### src/rtl/sram_delay_line.sv
// Long delay line kept in external SRAM: each sample is written at wr_ptr, then the sample DELAY slots back is read out.
// One sample in flight: 5 cycles per sample with a zero-wait bridge (4 while filling); in_ready stays low until the delayed sample is out.
module sram_delay_line #(
  parameter logic [19:0] BASE_WORD   = 20'h00000,
  parameter int          DEPTH_LOG2  = 10,
  parameter int          DELAY       = 256,
  parameter int          ACK_TIMEOUT = 255
) (
  input  logic        clk_clk,
  input  logic        reset_reset,
  input  logic [15:0] in_data,
  input  logic        in_valid,
  output logic        in_ready,
  output logic [15:0] out_data,
  output logic        out_valid,
  output logic        err_timeout,
  output logic [20:0] bridge_address,
  output logic [1:0]  bridge_byte_enable,
  output logic        bridge_read,
  output logic        bridge_write,
  output logic [15:0] bridge_write_data,
  input  logic        bridge_acknowledge,
  input  logic [15:0] bridge_read_data
);

  localparam int                    TO_W    = $clog2(ACK_TIMEOUT + 1);
  localparam logic [DEPTH_LOG2-1:0] DELAY_P = DEPTH_LOG2'(DELAY);
  localparam logic [TO_W-1:0]       TO_LAST = TO_W'(ACK_TIMEOUT - 1);

  typedef enum logic [2:0] {
    S_IDLE,
    S_WRITE,
    S_GAP,
    S_READ,
    S_OUT
  } state_t;

  state_t                state, state_nxt;
  logic [DEPTH_LOG2-1:0] wr_ptr;
  logic [DEPTH_LOG2-1:0] rd_ptr;
  logic [DEPTH_LOG2-1:0] cmd_ptr;
  logic [DEPTH_LOG2-1:0] fill;
  logic [15:0]           sample_q;
  logic [15:0]           out_q;
  logic [TO_W-1:0]       to_cnt;
  logic                  err_q;
  logic                  cmd_active;
  logic                  timed_out;
  logic                  fill_full;
  logic [19:0]           cmd_word;

  assign rd_ptr     = wr_ptr - DELAY_P;
  assign fill_full  = (fill >= DELAY_P);
  assign cmd_active = (state == S_WRITE) || (state == S_READ);
  // Expires on the last permitted command cycle, so the command is held exactly ACK_TIMEOUT cycles.
  assign timed_out  = cmd_active && !bridge_acknowledge && (to_cnt == TO_LAST);

  always_comb begin
    state_nxt = state;
    case (state)
      S_IDLE:  if (in_valid) state_nxt = S_WRITE;
      S_WRITE: if (bridge_acknowledge || timed_out) state_nxt = S_GAP;
      S_GAP:   state_nxt = fill_full ? S_READ : S_OUT;
      S_READ:  if (bridge_acknowledge || timed_out) state_nxt = S_OUT;
      S_OUT:   state_nxt = S_IDLE;
      default: state_nxt = S_IDLE;
    endcase
  end

  always_ff @(posedge clk_clk) begin
    if (reset_reset) begin
      state    <= S_IDLE;
      wr_ptr   <= '0;
      fill     <= '0;
      sample_q <= '0;
      out_q    <= '0;
      to_cnt   <= '0;
      err_q    <= 1'b0;
    end else begin
      state <= state_nxt;
      if (state == S_IDLE && in_valid) sample_q <= in_data;
      // Any cycle that does not stay in the same command state restarts the count.
      if (cmd_active && state_nxt == state) to_cnt <= to_cnt + TO_W'(1);
      else                                  to_cnt <= '0;
      if (timed_out) err_q <= 1'b1;
      if (state == S_GAP && !fill_full) out_q <= 16'h0000;
      if (state == S_READ) begin
        if (bridge_acknowledge) out_q <= bridge_read_data;
        else if (timed_out)     out_q <= 16'h0000;
      end
      if (state == S_OUT) begin
        wr_ptr <= wr_ptr + DEPTH_LOG2'(1);
        if (fill != DELAY_P) fill <= fill + DEPTH_LOG2'(1);
      end
    end
  end

  assign cmd_ptr  = (state == S_READ) ? rd_ptr : wr_ptr;
  assign cmd_word = BASE_WORD + 20'(cmd_ptr);

  assign in_ready           = (state == S_IDLE) && !reset_reset;
  assign out_valid          = (state == S_OUT);
  assign out_data           = out_q;
  assign err_timeout        = err_q;
  assign bridge_write       = (state == S_WRITE);
  assign bridge_read        = (state == S_READ);
  assign bridge_byte_enable = cmd_active ? 2'b11 : 2'b00;
  assign bridge_address     = cmd_active ? {cmd_word, 1'b0} : 21'd0;
  assign bridge_write_data  = (state == S_WRITE) ? sample_q : 16'h0000;

endmodule

### config.mk
export PLATFORM = sky130hd
export DESIGN_NAME = sram_delay_line
export DESIGN_NICKNAME = d
export VERILOG_FILES = /design/src/rtl/sram_delay_line.sv
export SDC_FILE = /design/constraint.sdc
export NUM_CORES = 1
export LEC_CHECK = 0
export BUFFER_PORTS_ARGS = -buffer_cell sky130_fd_sc_hd__buf_2
export CAP_MARGIN = 40
export CORE_MARGIN = 3
export CORE_UTILIZATION = 40
export DETAILED_ROUTE_END_ITERATION = 10
export PLACE_DENSITY_LB_ADDON = 0.25
export SLEW_MARGIN = 20
export SYNTH_ARGS = -nofsm -noshare
export SYNTH_HDL_FRONTEND = slang
export SYNTH_SLANG_ARGS = --single-unit
### constraint.sdc
create_clock -name clk_clk -period 2.1 [get_ports clk_clk]
set_clock_uncertainty 0.2 [all_clocks]
set_input_delay 0.315 -clock clk_clk [delete_from_list [all_inputs] [get_ports clk_clk]]
set_output_delay 0.315 -clock clk_clk [all_outputs]
set_load 0.02 [all_outputs]
==> results_dict.tcl <==
set metrics [dict create \
    status "finished clean" \
    p_switching_uw 723.2 \
    grt_max_degree 31 \
    power.total_uw 2633 \
    crit_family "simple AND/OR/NAND/NOR gates" \
    ys_seq_area_share_pct 39.63 \
    yosys_warnings 0 \
    yosys_register_bits 64 \
    ir_drop_mv 0.3364 \
    relSlewSlack_pct 63.30 \
    root_buffer "clkbuf_8" \
    fin_nets 534 \
    syn-instance-count 397 \
    final_max_slew_viol_count 0 \
    p_seq_share_pct 48.2 \
    drive_gt1_share_pct 26.51 \
    ant_nets 0 \
    fmax_mhz 492.2 \
    ys_types 47 \
    first_global_vias 2838 \
    async_reset_ff_share_pct 0 \
    wl_per_cell_um 13.09 \
    totalWireLength_um 7851 \
    slowest_stage "or3b_4" \
    power.internal_uw 1909 \
    antenna_found_initial 0 \
    vias 3069 \
    synth_ff_type "dfxtp_1" \
    finalSetupTns_ps 0 \
    syn_area_um2 3233 \
    startpoint_type "flop" \
    synth_edf_count 0 \
    clock-sinks 64 \
    pin_count 96 \
    area_growth_pct 25.81 \
    track_usage_pct 17.83 \
    rows 32 \
    worst_pin_slew_ps 549.4 \
    worst-setup-path-type "flop to primary output" \
    endpoint_kind "primary output" \
    clkLatencyLatePin_ps 350 \
    io_buffers 84 \
    rsz0062_at_grt "false" \
    powerDensity_nw_per_um2 647.2 \
    synthTopCellsByArea "dfxtp_1, nand2_1, nor2b_1" \
    die_h_um 95.91 \
    tritoncts "yes" \
    dieArea_um2 9198 \
    place.gp.congestion 0.7284 \
    crit_chain "or3b_4 > inv_2 > buf_2" \
    grt_pass1_wl_um 12920 \
    p_clk_share_pct 39.6 \
    cp.required_ps 1580 \
    path_buf_inv 2 \
    dieWidth_um 95.91 \
    start_util_pct 41.62 \
    slowest_delay_ps 410 \
    dr.pass1.iters 4 \
    coreArea_um2 7767 \
    syn_avg_cell_area_um2 8.144 \
    clk_pin_slew_worst_paths_ps 80 \
    drc 0 \
    min_period_over_period_pct 96.75 \
    diodes 0 \
    drv_cap 0 \
    post-route-min-period_ps 2032 \
    cts_max_path_buffers 2 \
    crit_fanout 9 \
    hp-class "input pin to flop" \
    comb_power_share_pct 12.1 \
    finalHoldViolCount 0 \
    gr-total-overflow 0 \
    cp.arrival_ps 1520 \
    setup_viol_count_final 0 \
    vias_per_cell 5.115 \
    drt_iter0_drc 134 \
    cts-buffers-inserted 9 \
    power.leakage_uw 0.001677 \
    p_sw_share_pct 27.47 \
    dp_hpwl_um 5423 \
    synth_top_area_share_pct 39.63 \
    fillers 754 \
    htree_num_levels 3 \
    synth_area_leader_cell "dfxtp_1" \
]
-- tightest hold or removal path: stages --
cell     delay, ps
buf_2           90
nand2_1         50
a21oi_1         50
-- cell usage after synthesis (5+ instances only) --
cell	instances
o21ai_0	14
a21oi_1	30
nand2_1	58
a32oi_1	16
nand4_1	9
or4_1	8
nor2_1	19
o21ai_1	9
inv_1	12
nand3_1	9
or3_1	6
ha_1	5
and2_1	22
nor2b_1	25
dfxtp_1	64
clkbuf_1	17
buf_4	14
o31ai_1	5
-- logic make-up after synthesis --
kind of cell,synth area share [%]
compound gates,16.37
xor+xnor,1.625
fa+ha+maj,1.935
buf+inv,7.933
flops,39.63
mux,2.090
other cells,0.1160
simple gates,30.30
-- per-stage QoR --
stage	hold slack [ps]	util, %	instance area (um2)	instances	worst slack [ps]
2_1_floorplan	231.7	-	3271	407	35.12
3_3_place_gp	237.3	47.94	3724	570	146.3
3_5_place_dp	242.6	48.03	3731	571	132.1
4_1_cts	0.2633	52.24	4058	600	4.332
5_1_grt	14.37	52.37	4068	600	1.025
6_report	11.45	52.37	4068	600	68.25
-- sequential cells by signal, indices dropped and copies added (netlist names) --
| register | flops |
|---|---|
| err_timeout | 1 |
| fill | 10 |
| out_data | 16 |
| sample_q | 16 |
| state | 3 |
| to_cnt | 8 |
| wr_ptr | 10 |
-- power by group through the flow --
stage / combinational, uW / clock (uW) / sequential [uW]
4_1_cts: 319 / 1060 / 1270
6_report: 319 / 1040 / 1270
3_5_place_dp: 295 / 0 / 1300
3_3_place_gp: 291 / 0 / 1300
2_1_floorplan: 215 / 0 / 1290
5_1_grt: 357 / 1120 / 1280
-- final cells by class --
class | instances | area (um2) | area share, %
inverters | 13 | 48.80 | 1.200
well taps | 102 | 127.6 | 3.137
clock buffers | 10 | 127.6 | 3.137
repair buffers | 113 | 665.6 | 16.36
multi-input cells | 292 | 1748 | 42.97
clock inverters | 6 | 60.06 | 1.476
flip-flops and latches | 64 | 1290 | 31.71
-- cells in the final DEF (no fill, tap or decap), types with 2 or more instances in the layout --
master         instances
or4_1                  8
o31ai_1                5
buf_4                 18
and2_1                22
mux2_2                 4
nor4_1                 4
dlygate4sd3_1         11
nor2b_1               25
or3_1                  6
clkbuf_8               9
clkinvlp_4             2
and4_1                 2
o41ai_1                2
dfxtp_1               61
nand4bb_1              3
nor3_1                 2
xor2_1                 2
nand3_1                9
nand2_1               58
o21ai_1                9
nand4_1                9
nor2_1                18
o21ai_0               14
o2111ai_1              4
ha_1                   5
a32oi_1               16
dfxtp_4                2
buf_2                 84
nand2b_1               3
mux2_1                 2
conb_1                11
inv_1                 12
xnor2_1                4
clkinv_2               3
a21oi_1               30
-- final timing paths --
check,to,slack (ps),cells after the start,start
worst min-delay path,sample_q[14],10,3,in_data[14]
worst max register to register,fill[5],160,4,state[2]
worst min register to register,sample_q[13],250,2,sample_q[13]
worst max-delay path,out_valid,70,3,state[2]
-- what timing repair did --
action / 4_1_cts / 5_1_grt
hold endpoints to repair: 11 / 0
pin swaps: 1 / 0
gates cloned: 1 / 0
buffers inserted: 1 / 0
gates resized for setup: 8 / 4
endpoints found under the setup margin: 26 / 22
hold buffers: 11 / 0
-- metal layers --
layer / vias to the layer above / GRT usage, % / wire length [um]
met5: - / 0 / 0
met4: 0 / 8.175 / 123
met3: 10 / 3.909 / 561
met2: 105 / 29.18 / 3564
met1: 1389 / 22.33 / 3601
li1: 1565 / - / -
Power figures use the tool's default switching activity.
